==> src/rtl/vscale_htif_host_poller.sv <==
// Host-side HTIF PCR initiator: polls to_host, forwards nonzero words on a
// valid/ready stream, and writes host-supplied words to from_host.
// Optional feature macro: VSCALE_HTIF_TIMEOUT_EN (bounded wait with sticky abort flag).
module vscale_htif_host_poller #(
  parameter int unsigned POLL_INTERVAL  = 16,
  parameter int unsigned TIMEOUT_CYCLES = 256
) (
  input  logic        clk,
  input  logic        reset,
  input  logic        host_wr_valid,
  output logic        host_wr_ready,
  input  logic [63:0] host_wr_data,
  output logic        tohost_valid,
  input  logic        tohost_ready,
  output logic [63:0] tohost_data,
  output logic        htif_pcr_req_valid,
  input  logic        htif_pcr_req_ready,
  output logic        htif_pcr_req_rw,
  output logic [11:0] htif_pcr_req_addr,
  output logic [63:0] htif_pcr_req_data,
  input  logic        htif_pcr_resp_valid,
  output logic        htif_pcr_resp_ready,
  input  logic [63:0] htif_pcr_resp_data,
  output logic        busy,
  output logic        timeout
);

  localparam logic [11:0]    ADDR_TO_HOST   = 12'h780;
  localparam logic [11:0]    ADDR_FROM_HOST = 12'h781;
  localparam int unsigned    PCW            = (POLL_INTERVAL > 1) ? $clog2(POLL_INTERVAL) : 1;
  localparam logic [PCW-1:0] POLL_RELOAD    = PCW'(POLL_INTERVAL - 1);

  typedef enum logic [1:0] {S_IDLE, S_REQ, S_RESP, S_DELIVER} state_t;

  state_t         state_q, state_d;
  logic [PCW-1:0] poll_cnt_q, poll_cnt_d;
  logic           req_rw_q, req_rw_d;
  logic [11:0]    req_addr_q, req_addr_d;
  logic [63:0]    req_data_q, req_data_d;
  logic [63:0]    tohost_data_q, tohost_data_d;

`ifdef VSCALE_HTIF_TIMEOUT_EN
  logic [15:0] wait_cnt_q, wait_cnt_d;
  logic        timeout_q, timeout_d;
  logic        abort;

  // Abort when the wait bound is hit without a completing handshake this cycle.
  always_comb begin
    abort = 1'b0;
    if (wait_cnt_q >= 16'(TIMEOUT_CYCLES - 1)) begin
      abort = ((state_q == S_REQ)  && !htif_pcr_req_ready) ||
              ((state_q == S_RESP) && !htif_pcr_resp_valid);
    end
  end
`endif

  // Next-state and request/capture register updates.
  always_comb begin
    state_d       = state_q;
    poll_cnt_d    = poll_cnt_q;
    req_rw_d      = req_rw_q;
    req_addr_d    = req_addr_q;
    req_data_d    = req_data_q;
    tohost_data_d = tohost_data_q;
    unique case (state_q)
      S_IDLE: begin
        if (host_wr_valid) begin
          req_rw_d   = 1'b1;
          req_addr_d = ADDR_FROM_HOST;
          req_data_d = host_wr_data;
          state_d    = S_REQ;
        end else if (poll_cnt_q == '0) begin
          req_rw_d   = 1'b0;
          req_addr_d = ADDR_TO_HOST;
          req_data_d = '0;
          state_d    = S_REQ;
        end else begin
          poll_cnt_d = poll_cnt_q - 1'b1;
        end
      end
      S_REQ: begin
`ifdef VSCALE_HTIF_TIMEOUT_EN
        if (abort) state_d = S_IDLE;
        else
`endif
        if (htif_pcr_req_ready) state_d = S_RESP;
      end
      S_RESP: begin
`ifdef VSCALE_HTIF_TIMEOUT_EN
        if (abort) state_d = S_IDLE;
        else
`endif
        if (htif_pcr_resp_valid) begin
          if (req_rw_q || (htif_pcr_resp_data == '0)) begin
            state_d = S_IDLE;
          end else begin
            tohost_data_d = htif_pcr_resp_data;
            state_d       = S_DELIVER;
          end
        end
      end
      S_DELIVER: begin
        if (tohost_ready) state_d = S_IDLE;
      end
      default: state_d = S_IDLE;
    endcase
    if ((state_d == S_IDLE) && (state_q != S_IDLE)) poll_cnt_d = POLL_RELOAD;
  end

`ifdef VSCALE_HTIF_TIMEOUT_EN
  // Wait counter spans S_REQ and S_RESP; the abort flag is sticky until reset.
  always_comb begin
    wait_cnt_d = wait_cnt_q;
    if ((state_q == S_IDLE) && (state_d == S_REQ)) wait_cnt_d = '0;
    else if ((state_q == S_REQ) || (state_q == S_RESP)) wait_cnt_d = wait_cnt_q + 1'b1;
    timeout_d = timeout_q | abort;
  end

  // Timeout state registers.
  always_ff @(posedge clk) begin
    if (reset) begin
      wait_cnt_q <= '0;
      timeout_q  <= 1'b0;
    end else begin
      wait_cnt_q <= wait_cnt_d;
      timeout_q  <= timeout_d;
    end
  end

  assign timeout = timeout_q;
`else
  // TIMEOUT_CYCLES has no effect in this build; referenced only so it is not dangling.
  assign timeout = (TIMEOUT_CYCLES == 0) & 1'b0;
`endif

  // State and datapath registers with synchronous reset.
  always_ff @(posedge clk) begin
    if (reset) begin
      state_q       <= S_IDLE;
      poll_cnt_q    <= POLL_RELOAD;
      req_rw_q      <= 1'b0;
      req_addr_q    <= '0;
      req_data_q    <= '0;
      tohost_data_q <= '0;
    end else begin
      state_q       <= state_d;
      poll_cnt_q    <= poll_cnt_d;
      req_rw_q      <= req_rw_d;
      req_addr_q    <= req_addr_d;
      req_data_q    <= req_data_d;
      tohost_data_q <= tohost_data_d;
    end
  end

  assign host_wr_ready       = (state_q == S_IDLE);
  assign htif_pcr_req_valid  = (state_q == S_REQ);
  assign htif_pcr_resp_ready = (state_q == S_RESP);
  assign tohost_valid        = (state_q == S_DELIVER);
  assign busy                = (state_q != S_IDLE);
  assign htif_pcr_req_rw     = req_rw_q;
  assign htif_pcr_req_addr   = req_addr_q;
  assign htif_pcr_req_data   = req_data_q;
  assign tohost_data         = tohost_data_q;

endmodule

==> config.mk <==
export PLATFORM = sky130hd
export DESIGN_NAME = vscale_htif_host_poller
export DESIGN_NICKNAME = d
export VERILOG_FILES = /design/src/rtl/vscale_htif_host_poller.sv
export SDC_FILE = /design/constraint.sdc
export NUM_CORES = 1
export LEC_CHECK = 0
export BUFFER_PORTS_ARGS = -buffer_cell sky130_fd_sc_hd__buf_2
export CAP_MARGIN = 40
export CORE_MARGIN = 4
export CORE_UTILIZATION = 48
export DETAILED_ROUTE_END_ITERATION = 12
export GPL_TIMING_DRIVEN = 0
export PLACE_DENSITY = 0.87
export REMOVE_ABC_BUFFERS = 1
export SYNTH_ARGS = -nofsm -noshare
export SYNTH_HDL_FRONTEND = slang
export SYNTH_SLANG_ARGS = --single-unit
export TNS_END_PERCENT = 1
==> constraint.sdc <==
create_clock -name clk -period 3.73 [get_ports clk]
set_input_delay 0.373 -clock clk [delete_from_list [all_inputs] [get_ports clk]]
set_output_delay 0.373 -clock clk [all_outputs]
set_load 0.1 [all_outputs]
==> results list, run 1 <==
- Clock-pin slew was measured on the worst setup and hold paths at 0.07 ns.
* Final Wtd Congestion: 0.831
- The H-tree was split into 4 levels.
- Crit path max-delay cell type: sky130_fd_sc_hd__nor4_2
* Total instance count after detailed placement: 945
* Worst r2r path cells: 8
- PwrDens: 665 nW/um^2
- Synthesized instance count: 573
* Buffers from clock root to sink, at most: 2
- Of all cell types, the one taking the most synthesized area is sky130_fd_sc_hd__dfxtp_1.
- In this run the mean area of a mapped cell was 9.17 um^2.
- Aggregate routed wire length: 15300 um
- The first TritonRoute pass finished after 6 iterations.
- The repair_antennas step left the layout with diodes totalling 0.
* Clock net sink count: 136
- IR analysis of the VDD net gives a maximum drop of 0.000362 V.
* Data required time of the critical path: 4.12 ns
- Dominant cell type by count on the critical path: sky130_fd_sc_hd__buf_4
- The Yosys step of the flow raised 0 warnings.
- On the final layout, the worst clock skew is 0.0114 ns.
* Max Cap Violations: 0
- Leakage: 3.42 nW
- Final Slew Violations: 0
- Of the cells placed in the final design, the portion with a size suffix greater than 1 is 38.1%.
- From synthesis to final layout, the design area changed by 37.8%.
- The count of cells in the finished layout, fillers not included, comes to 976.
- Yosys top cell area share: 51.8%
* Critical path's largest stage delay: 0.54 ns
- Across all hold checks on the routed design, the worst slack comes to 0.126 ns.
* Setup repair bufs after CTS: 0
* Critical setup path kind: in2reg
- TritonCTS Buffers: 17
- Share of synthesized registers carrying an async set or reset: 0%
- Width of the die: 113 um
* Die area: 12700 um^2
* Number of violations reported at the end of detailed-routing iteration 0: 417
- Category of the worst setup path capture point: flip-flop
- In the global route stage, overall resource usage came out at 23.2%.
- Average vias per placed instance: 5.14
- For this run, the post-layout net count is 963.
- The worst pin sits at a relative slew slack of 57.9%.
- Outcome: finished, final reports clean
- After floorplanning, the core was sized to cover 10500 um^2.
- Total global routing overflow: 0
* Worst Max-Slew Pin Slew: 0.632 ns
- The number of antenna violations at the first check in global routing came to 0.
- First-pass GRT wire length: 23900 um
- DRC violations left: 0
* HPWL after DPL: 11600 um
* Number of failing hold endpoints at the final stage: 0
- The tree is rooted in a sky130_fd_sc_hd__clkbuf_8.
* Via count of the first global-routing pass: 4811
- Type of the tightest min-delay check: in2reg
* Fmax: 432 MHz
- At the worst endpoint, the arrival time is 2.70 ns.
- Dividing the final minimum period by the clock period gives 62.0%.
- Along the worst hold path, the cell count comes to 3.
- The clock reaches the later pin of the worst-skew pair after 0.50 ns.
* Number of enable flip-flop cells after synthesis: 0
* Leading register cell type out of synthesis: sky130_fd_sc_hd__dfxtp_1
- Setup repair after global routing missed its margin: false
* Die Height: 113 um
- Final min period: 2.31 ns
- TritonCTS built the clock tree.
- The worst setup path is launched from an input pin.
- Pin count of the biggest net entering global routing: 97
* Number of standard-cell rows in the floorplan: 37
* CTS Hold Bufs: 0
* #FFs+latches synth: 136
- Proportion of synthesized chip area in sequential cells: 51.8%
* Per-cell routed wire length: 15.7 um
- Number of port buffers: 272
* Setup Viol. Count Final: 0
- For the final routed database, the setup TNS stands at 0 ns.
* Number of instances resized during post-cts repair: 0
- Initial core utilization: 50.0%
* Via count: 5019
- Most area-consuming cells after synthesis: sky130_fd_sc_hd__dfxtp_1, sky130_fd_sc_hd__mux2i_1, sky130_fd_sc_hd__a22oi_1
* Crit-path max FO: 9
* Worst setup timing slack at the placement stage: 0.891 ns
* Cells along the critical path: buf_2 -> nor4_1 -> nand4_1 -> nor4_2 -> nor3b_2 -> buf_4 -> buf_4 -> buf_4 -> buf_4 -> mux2i_1
- Synthesized area: 5260 um^2
* Setup slack after layout: 1.42 ns
- Synth unique cells: 33
- ANT nets after route: 0
* I/O pin count: 281
[layer usage]
layer / part of all wire (%) / routed length (um) / GRT usage [%]
met5: 0 / 0 / 0
met4: 2.5 / 380 / 8.17
met3: 9.2 / 1410 / 7.55
met2: 52 / 7880 / 41.5
met1: 37 / 5630 / 25.6
[path summary, 6_finish.rpt]
| path | startpoint | to | slack [ns] |
|---|---|---|---|
| setup / recovery | htif_pcr_resp_data[1] | tohost_data[5] | 1.42 |
| hold / removal | host_wr_data[8] | htif_pcr_req_data[8] | 0.13 |
| setup reg to reg | state_q[1] | tohost_data[5] | 1.50 |
| hold reg to reg | tohost_data[0] | tohost_data[0] | 0.45 |
[synthesized netlist by cell type (2+ instances only)]
cell and n:
sky130_fd_sc_hd__a21oi_1 5, sky130_fd_sc_hd__a22oi_1 64, sky130_fd_sc_hd__and2_1 2, sky130_fd_sc_hd__buf_1 8
sky130_fd_sc_hd__buf_2 3, sky130_fd_sc_hd__buf_4 12, sky130_fd_sc_hd__buf_6 6, sky130_fd_sc_hd__clkbuf_1 26
sky130_fd_sc_hd__dfxtp_1 136, sky130_fd_sc_hd__inv_1 5, sky130_fd_sc_hd__mux2i_1 65, sky130_fd_sc_hd__nand2_1 127
sky130_fd_sc_hd__nand2b_1 5, sky130_fd_sc_hd__nand3_1 2, sky130_fd_sc_hd__nand4_1 4, sky130_fd_sc_hd__nor2_1 68
sky130_fd_sc_hd__nor2b_1 4, sky130_fd_sc_hd__nor4_1 16
[logic make-up after synthesis]
logic type | after synthesis | synth area share (%)
AOI/OAI and AO/OA | 75 | 10.6
xor gates and xnor gates | 2 | 0.333
adders and majority gates | 1 | 0.238
buffers and inverters | 60 | 6.07
DFF | 136 | 51.8
muxes | 65 | 12.4
other | 1 | 0.0713
and+or+nand+nor | 233 | 18.5
[where the power goes]
| part | total, mW | internal, mW | switching [mW] |
|---|---|---|---|
| sequential | 1.63 | 1.57 | 0.0633 |
| combinational | 1.59 | 0.305 | 1.28 |
| clock | 1.59 | 0.955 | 0.638 |
[worst max-delay path, delay by kind of cell]
kind | cells | cell delay, ns
buffers and inverters | 5 | 0.91
muxes | 1 | 0.14
and+or+nand+nor | 4 | 1.27
[cell type report]
cell class	count	area, um^2
fillers	839	3260
repair buffers	284	1520
clock buffers	18	418
clock inverters	13	146
inverters	5	21.3
multi-input cells	384	2250
flip-flops and latches	136	2720
well taps	136	170
[per-stage QoR]
stage          power, mW  util (%)  area (um^2)
2_1_floorplan       2.94         -         4980
3_3_place_gp        3.24      62.0         6510
3_5_place_dp        3.25      63.6         6680
4_1_cts             4.84      68.9         7240
5_1_grt             4.99      68.9         7240
6_report            4.82      68.9         7240
[state kept, by name, summed over array words and instances, names as in the netlist]
| name | count |
|---|---|
| tohost_data | 64 |
| poll_cnt_q | 4 |
| htif_pcr_req_data | 64 |
| htif_pcr_req_addr | 2 |
| state_q | 2 |
[placed cells by master, fill, tap and decap left out, types with 5 or more instances in the layout]
cell type                    synthesis  routed
sky130_fd_sc_hd__a22oi_1            64      64
sky130_fd_sc_hd__clkinvlp_4          0       5
sky130_fd_sc_hd__nand2_1           127     127
sky130_fd_sc_hd__dfxtp_1           136     136
sky130_fd_sc_hd__nor4_1             16      16
sky130_fd_sc_hd__mux2i_1            65      65
sky130_fd_sc_hd__buf_4              12       6
sky130_fd_sc_hd__clkbuf_16           0      16
sky130_fd_sc_hd__nor2_1             68      68
sky130_fd_sc_hd__buf_2               3     272
sky130_fd_sc_hd__conb_1              1       8
sky130_fd_sc_hd__a21oi_1             5       5
No activity file was read; power rests on OpenSTA's default activity.
==> run 2: changes to the inputs <==
Settings changed: ABC_AREA from default to 1, CORE_UTILIZATION 48 to 45, PLACE_DENSITY 0.87 to 0.82.
Clock period 3.73 ns to 2.2 ns, I/O delays scaled along.
==> run 2 against run 1 <==
Compared with the run above:
- sequential share of layout area down 0.46 points
- combinational power up 26%
- hold slack worse by 0.075 ns
- flip-flop and latch count unchanged
- via count up 3.7%
- critical endpoint is now tohost_data[15]
- global-route usage down 1.6 points
- die area up 8.8%
- utilization down 5.5 points
- total power up 52%
- synthesized area up 2.7%
- count of clock-buffer cells in the layout up 9
==> results list, run 2 <==
* Die Height: 118 um (was 113 um)
* Crit start category: flip-flop (was input pin)
* Nets@finish: 1077 (was 963)
- The smallest clock period supported by the final layout is computed as 1.89 ns.
* Setup repair after global routing missed its margin: false (unchanged)
- Most frequent cells in the layout: sky130_fd_sc_hd__buf_2, sky130_fd_sc_hd__nand2_1, sky130_fd_sc_hd__dfxtp_1 (was sky130_fd_sc_hd__buf_2, sky130_fd_sc_hd__dfxtp_1, sky130_fd_sc_hd__nand2_1)
- The number of buffers inserted to repair setup after CTS came to 0 (unchanged).
* TritonCTS Buffers: 17 (unchanged)
- The average wire per standard cell is 13.8 um (was 15.7 um).
- PwrDens: 995 nW/um^2 (was 665 nW/um^2)
* Syn Area/Cell: 7.80 um^2 (was 9.17 um^2)
- Number of instances resized during post-cts repair: 0 (unchanged)
- Data required time of the critical path: 2.49 ns (was 4.12 ns)
* Number of instances on the worst hold path: 3 (unchanged)
* Setup Viol. Count Final: 0 (unchanged)
- Most area-consuming cells after synthesis: sky130_fd_sc_hd__dfxtp_1, sky130_fd_sc_hd__nand2_1, sky130_fd_sc_hd__a21oi_1 (was sky130_fd_sc_hd__dfxtp_1, sky130_fd_sc_hd__mux2i_1, sky130_fd_sc_hd__a22oi_1).
* Pin count of the biggest net entering global routing: 64 (was 97)
* Fin area: 7330 um^2 (was 7240 um^2)
- Setup clock skew after layout: 0.00588 ns (was 0.0114 ns)
* TritonCTS clock tree: built (unchanged)
- The number of cell rows is 39 (was 37).
* Area Growth Syn to Fin: 35.9% (was 37.8%)
* Internal Power: 4.63 mW (was 2.83 mW)
- The warning count from the yosys run is 0 (unchanged).
- The final number of max-transition violations was 0 (unchanged).
- The worst slack on hold paths came to 0.0511 ns (was 0.126 ns).
* Worst reg2reg setup slack: 0.31 ns (was 1.50 ns)
- The largest area contributor in the synthesized netlist is sky130_fd_sc_hd__dfxtp_1 (unchanged).
- The number of failing hold endpoints at the final stage came to 0 (unchanged).
* Hold Crit Endpoint: htif_pcr_req_data[1] (was htif_pcr_req_data[8])
- Derived from the worst setup path, the maximum achievable clock frequency is 530 MHz.
* Outcome: finished, final reports clean (unchanged)
- The number of instances in the synthesized netlist came to 692 (was 573).
- The number of DRC markers after the initial detailed-route iteration came to 379 (was 417).
* Synth unique cells: 23 (was 33)
* Part of the power in the clock network: 35.7% (was 33.1%)
- Width of the die: 118 um (was 113 um)
* Switching portion of total power: 36.5% (was 41.2%)
* Initial core utilization: 46.7% (was 50.0%)
- The library cell with the highest instance count after synthesis was sky130_fd_sc_hd__nand2_1 (was sky130_fd_sc_hd__dfxtp_1).
- Share of final-layout standard cells stronger than drive strength 1: 36.9% (was 38.1%)
* Insertion delay to the later sink of the worst-skew pair: 0.41 ns (was 0.50 ns)
* Post-Route Setup TNS: 0 ns (unchanged)
* Final Wtd Congestion: 0.865 (was 0.831)
- The source of the worst register-to-register timing path is state_q[1] (unchanged).
* Overall routing resource usage: 21.6% (was 23.2%)
- Most common cell after layout, fill and taps aside: sky130_fd_sc_hd__buf_2 (unchanged)
- The number of inserted diodes came to 0 (unchanged).
- Synthesized area: 5400 um^2 (was 5260 um^2)
- ANT nets after route: 0 (unchanged)
- The root buffer cell is sky130_fd_sc_hd__clkbuf_16 (was sky130_fd_sc_hd__clkbuf_8).
- Non-filler cells in the finished layout: 1096 (was 976)
* CTS Hold Bufs: 0 (unchanged)
- HPWL after DPL: 11300 um (was 11600 um)
- The final routed wirelength across all metal layers was 15200 um (was 15300 um).
* Buffers from clock root to sink, at most: 2 (unchanged)
- Worst Max-Slew Pin Slew: 0.519 ns (was 0.632 ns)
- The via count was 5207 (was 5019).
* Reg-to-reg critical path endpoint: tohost_data[15] (was tohost_data[5])
- The type of element capturing the critical path is a flip-flop (unchanged).
- The global-route wire length before repair was 24100 um (was 23900 um).
- Floorplan core area: 11600 um^2 (was 10500 um^2)
* Type of the tightest min-delay check: in2reg (unchanged)
- Number of antenna violations at the first check in global routing: 0 (unchanged)
- The worst path uses 85.8% of the clock period.
- The overflow left after global routing is 0 (unchanged).
* Via count of the first global-routing pass: 4896 (was 4811)
- Yosys top cell area share: 50.5% (was 51.8%)
- The worst voltage drop across the vdd grid was 0.000648 V (was 0.000362 V).
* Net Sw Power: 2.66 mW (was 1.98 mW)
- The fraction of registers with async set or reset after synthesis was 0% (unchanged).
* Die area: 13800 um^2 (was 12700 um^2)
- The worst-case headroom to the max-slew limit is 65.6% (was 57.9%).
* Fill cell instance count of the final layout: 1016 (was 839)
- Cell types with the highest counts after synthesis: sky130_fd_sc_hd__nand2_1, sky130_fd_sc_hd__dfxtp_1, sky130_fd_sc_hd__a21oi_1 (was sky130_fd_sc_hd__dfxtp_1, sky130_fd_sc_hd__nand2_1, sky130_fd_sc_hd__nor2_1).
- I/O pin count: 281 (unchanged)
- Average vias per placed instance: 4.75 (was 5.14)
* Worst min-delay path startpoint: host_wr_data[1] (was host_wr_data[8])
- The combinational power share came to 27.4% (was 33.0%).
- The H-tree level count came to 4 (unchanged).
- The classification of the worst setup path is reg2reg (was in2reg).
- The sequential share of power came to 36.9% (was 33.9%).
- The first-pass iteration count of the detailed router came to 5 (was 6).
- The number of placed instances with taps included is 1066 (was 945).
- The post-place instance area was 6790 um^2 (was 6680 um^2).
- Leakage: 3.42 nW (about the same)
- Clock-pin transition on the worst setup and hold timing paths: 0.05 ns (was 0.07 ns)
- Max Cap Violations: 0 (unchanged)
- The sequential-to-total area share from yosys stat came to 50.5% (was 51.8%).
* Number of enable flip-flop cells after synthesis: 0 (unchanged)
* Data arrival time at the worst-slack endpoint: 2.18 ns (was 2.70 ns)
* Crit-path max FO: 63 (was 9)
- The prevailing post-synth register cell was sky130_fd_sc_hd__dfxtp_1 (unchanged).
* Worst r2r path cells: 6 (was 8)
- DRC violations left: 0 (unchanged)
- Number of port buffers: 272 (unchanged)
* #FFs+latches synth: 136 (unchanged)
- Clock net sink count: 136 (unchanged)
==> run 2: worst max path at each step <==
stage               cells past startpoint  slack [ns]              startpoint                   end
global placement                        5       -2.16              state_q[1]  htif_pcr_req_data[8]
finish                                  6        0.31              state_q[1]       tohost_data[15]
detailed placement                     12       -0.08  htif_pcr_resp_data[23]       tohost_data[15]
global route                            7        0.15              state_q[0]       tohost_data[12]
floorplan                               5       -1.94              state_q[1]  htif_pcr_req_data[0]
CTS                                     6        0.32              state_q[1]       tohost_data[15]
==> run 2: worst max-delay path, cell delays in order (launching register included) <==
cell and delay, ns:
sky130_fd_sc_hd__dfxtp_1 0.44, sky130_fd_sc_hd__and3_1 0.24, sky130_fd_sc_hd__nand3_4 0.26, sky130_fd_sc_hd__buf_16 0.31
sky130_fd_sc_hd__buf_12 0.22, sky130_fd_sc_hd__o21ai_0 0.20, sky130_fd_sc_hd__a21oi_1 0.06
==> run 2: metal layers <==
layer | part of all wire, % | GRT usage (%) | up-vias
met1 | 40 | 24.6 | 2327
met2 | 51 | 36.9 | 165
met3 | 5.8 | 6.78 | 35
met4 | 3.1 | 10.2 | 0
li1 | - | - | 2680
met5 | 0 | 0 | -
==> run 2: final cells by class <==
class	instances	area, um^2	share of cell area [%]
sequential	136	2720	37.1
inverter	77	289	3.94
timing repair buffer	279	1520	20.7
multi-input combinational	431	2080	28.4
tap	143	179	2.44
clock buffer	27	503	6.86
clock inverter	3	40.0	0.546
==> run 2: cells by family (layout without fill, tap and decap cells) <==
family / Yosys count / count (layout) / share of synthesized area [%]
buffers and inverters: 132 / 386 / 11.7
and+or+nand+nor: 221 / 221 / 15.9
DFF: 136 / 136 / 50.5
AOI/OAI and AO/OA: 198 / 198 / 21.1
other: 1 / 8 / 0.0695
adders and majority gates: 1 / 1 / 0.232
xor gates and xnor gates: 3 / 3 / 0.487
==> run 2: per-stage QoR <==
| stage | util, % | power [mW] | setup slack (ns) |
|---|---|---|---|
| 5_1_grt | 63.4 | 7.58 | 0.152 |
| 3_5_place_dp | 58.7 | 4.74 | -0.0802 |
| 4_1_cts | 63.4 | 7.35 | 0.316 |
| 2_1_floorplan | - | 4.29 | -1.94 |
| 6_report | 63.4 | 7.30 | 0.313 |
| 3_3_place_gp | 57.2 | 4.69 | -2.16 |
==> run 2: power by group through the flow <==
stage | combinational [mW] | sequential [mW] | clock [mW]
after floorplan | 0.497 | 3.79 | 0
after global placement | 1.96 | 2.73 | 0
after detailed placement | 2.00 | 2.74 | 0
after CTS | 2.01 | 2.69 | 2.66
after global routing | 2.09 | 2.71 | 2.77
final | 2.00 | 2.69 | 2.61
==> run 3: changes to the inputs <==
Settings changed: CORE_UTILIZATION 45 to 48, PLACE_DENSITY 0.82 to 0.86.
Clock period 2.2 ns to 2.3 ns, I/O delays scaled along.
==> run 3 against run 2 <==
Compared with the run above:
- sequential share of layout area increased by 0.20 points
- flip-flop and latch count unchanged
- utilization increased by 3.3 points
- wire length decreased by 1.1%
- critical path depth increased by 1
- final cell count decreased by 0.46%
- total power decreased by 5.4%
- critical endpoint is now tohost_data[16]
==> results list, run 3 (synthesis results as in run 2) <==
- Outcome: finished, final reports clean (unchanged).
* Pin count of the biggest net entering global routing: 61 (was 64)
- The core utilization of the finished layout is 66.7% (was 63.4%).
- Setup repair bufs after CTS: 0 (unchanged)
- Fin area: 7290 um^2 (was 7330 um^2)
- The number of gates resized after cts came to 0 (unchanged).
- The worst voltage drop across the vdd grid came to 0.000688 V (was 0.000648 V).
- The slack of the worst reg-to-reg path came to 0.45 ns (was 0.31 ns).
- Drt first pass iters: 4 (was 5)
* Via count: 5156 (was 5207)
* Width of the die: 114 um (was 118 um)
- Worst Path Buf+Inv: 3 (was 2)
- The clock tree from TritonCTS was built (unchanged).
* First-pass GRT wire length: 23100 um (was 24100 um)
- Initial core utilization: 49.3% (was 46.7%)
* Share of final-layout standard cells stronger than drive strength 1: 37.1% (was 36.9%)
* Crit path max-delay cell type: sky130_fd_sc_hd__dfxtp_1 (unchanged)
- The remaining design rule violation count was 0 (unchanged).
- Data arrival time at the worst-slack endpoint: 2.18 ns (about the same)
* Relative slew slack: 54.2% (was 65.6%)
* Critical setup path kind: reg2reg (unchanged)
- Floorplan core area: 10900 um^2 (was 11600 um^2)
- Insertion delay to the later sink of the worst-skew pair: 0.40 ns (was 0.41 ns)
- The count of maximum capacitance violations came to 0 (unchanged).
* Setup slack after layout: 0.447 ns (was 0.313 ns)
* Buffers from clock root to sink, at most: 2 (unchanged)
- Clock-pin transition on the worst setup and hold timing paths: 0.05 ns (about the same)
- The cell leakage power was 3.40 nW (was 3.42 nW).
* Final antenna diode count: 0 (unchanged)
- The H-tree level count is 4 (unchanged).
* Crit start category: flip-flop (unchanged)
- The number of failing hold endpoints at the final stage came to 0 (unchanged).
- The peak per-stage delay on the critical path was 0.41 ns (was 0.44 ns).
* Final min period: 1.85 ns (was 1.89 ns)
- Nets@finish: 1076 (was 1077)
- Non-filler cells in the finished layout: 1091 (was 1096)
- Most common cell after layout, fill and taps aside: sky130_fd_sc_hd__buf_2 (unchanged)
* PwrDens: 947 nW/um^2 (was 995 nW/um^2)
* Cell family with most CP delay: buffers and inverters (unchanged)
- ANT nets after route: 0 (unchanged)
- Area Growth Syn to Fin: 35.2% (was 35.9%)
* Via count of the first global-routing pass: 4652 (was 4896)
- The overflow left after global routing was 0 (unchanged).
- Root cell of the clock tree: sky130_fd_sc_hd__clkbuf_16 (unchanged)
- Number of port buffers: 272 (unchanged)
* Overall routing resource usage: 22.2% (was 21.6%)
- The clock skew is 0.00656 ns (was 0.00588 ns).
* TritonCTS Buffers: 17 (unchanged)
- The I/O pin count is 281 (unchanged).
* Type of the tightest min-delay check: in2reg (unchanged)
- Setup repair after global routing missed its margin: false (unchanged).
* CTS Hold Bufs: 0 (unchanged)
- Category of the worst setup path capture point: flip-flop (unchanged)
- The floorplan die height was 114 um (was 118 um).
- The number of DRC markers after the initial detailed-route iteration was 397 (was 379).
- The area enclosed by the die boundary is 13000 um^2 (was 13800 um^2).
- Setup Viol. Count Final: 0 (unchanged)
- The required time reported for the critical path endpoint came to 2.63 ns (was 2.49 ns).
- Fmax: 540 MHz (was 530 MHz)
- Worst slack on hold paths: 0.0708 ns (was 0.0511 ns)
* Period Utilization, post-route: 80.6% (was 85.8%)
- Total instance count after detailed placement: 1062 (was 1066)
- Cells along the critical path: inv_1 -> and3_1 -> nand3_4 -> buf_16 -> buf_12 -> o21ai_0 -> a21oi_1 (was and3_1 -> nand3_4 -> buf_16 -> buf_12 -> o21ai_0 -> a21oi_1)
- The post-place instance area came to 6760 um^2 (was 6790 um^2).
- Final Wtd Congestion: 0.789 (was 0.865)
- Worst setup timing slack at the placement stage: 0.0426 ns (was -0.0802 ns)
- The final number of max-transition violations came to 0 (unchanged).
* Number of antenna violations at the first check in global routing: 0 (unchanged)
- The slew at the pin closest to its max-slew limit was 0.687 ns (was 0.519 ns).
- Average vias per placed instance: 4.73 (was 4.75)
- Most frequent cells in the layout: sky130_fd_sc_hd__buf_2, sky130_fd_sc_hd__nand2_1, sky130_fd_sc_hd__dfxtp_1 (unchanged)
* Crit-path max FO: 60 (was 63)
* HPWL after DPL: 11100 um (was 11300 um)
* Number of standard-cell rows in the floorplan: 38 (was 39)
- Clock net sink count: 136 (unchanged)
* Aggregate routed wire length: 15000 um (was 15200 um)
- Per-cell routed wire length: 13.7 um (was 13.8 um)
-- run 3: changes by cell type in the layout (fill, tap and decap cells not counted) --
| cell | delta |
|---|---|
| sky130_fd_sc_hd__clkbuf_1 | -3 |
| sky130_fd_sc_hd__clkinv_2 | +1 |
| sky130_fd_sc_hd__bufinv_16 | -1 |
| sky130_fd_sc_hd__buf_16 | -1 |
| sky130_fd_sc_hd__clkbuf_8 | +2 |
-- run 3: through the flow --
| step | setup TNS (ns) | power [mW] |
|---|---|---|
| after floorplan | -226.86 | 4.10 |
| after global placement | -209.74 | 4.48 |
| after detailed placement | 0 | 4.52 |
| after CTS | 0 | 6.96 |
| after global routing | 0 | 7.17 |
| final | 0 | 6.91 |
-- run 3: where the power goes --
group | switching, mW | internal, mW | total, mW
Sequential | 0.0700 | 2.50 | 2.57
Clock | 0.907 | 1.53 | 2.43
Combinational | 1.57 | 0.336 | 1.90
-- run 3: worst paths after layout --
kind | startpoint | endpoint | cells after the start
max | state_q[0] | tohost_data[16] | 7
min | host_wr_data[0] | htif_pcr_req_data[0] | 3
max reg2reg | state_q[0] | tohost_data[16] | 7
min reg2reg | tohost_data[1] | tohost_data[1] | 2
-- run 3: routing by layer --
layer  GRT usage [%]  share of wire, %  up-vias
li1                -                 -     2673
met1            26.0                40     2285
met2            37.3                51      167
met4            9.03               2.5        0
met3            7.53               7.1       31
met5               0                 0        -
-- run 3: worst register-to-register path: stages (launching register included) --
cell and delay (ns):
sky130_fd_sc_hd__dfxtp_1 0.41, sky130_fd_sc_hd__inv_1 0.08, sky130_fd_sc_hd__and3_1 0.17, sky130_fd_sc_hd__nand3_4 0.20, sky130_fd_sc_hd__buf_16 0.30, sky130_fd_sc_hd__buf_12 0.31
sky130_fd_sc_hd__o21ai_0 0.15, sky130_fd_sc_hd__a21oi_1 0.15
-- run 3: final cells by class --
type	instances	area, um^2
repair buffers	278	1490
well taps	140	175
clock inverters	3	15.0
inverters	77	289
clock buffers	26	519
multi-input cells	431	2080
flip-flops and latches	136	2720
fillers	960	3640
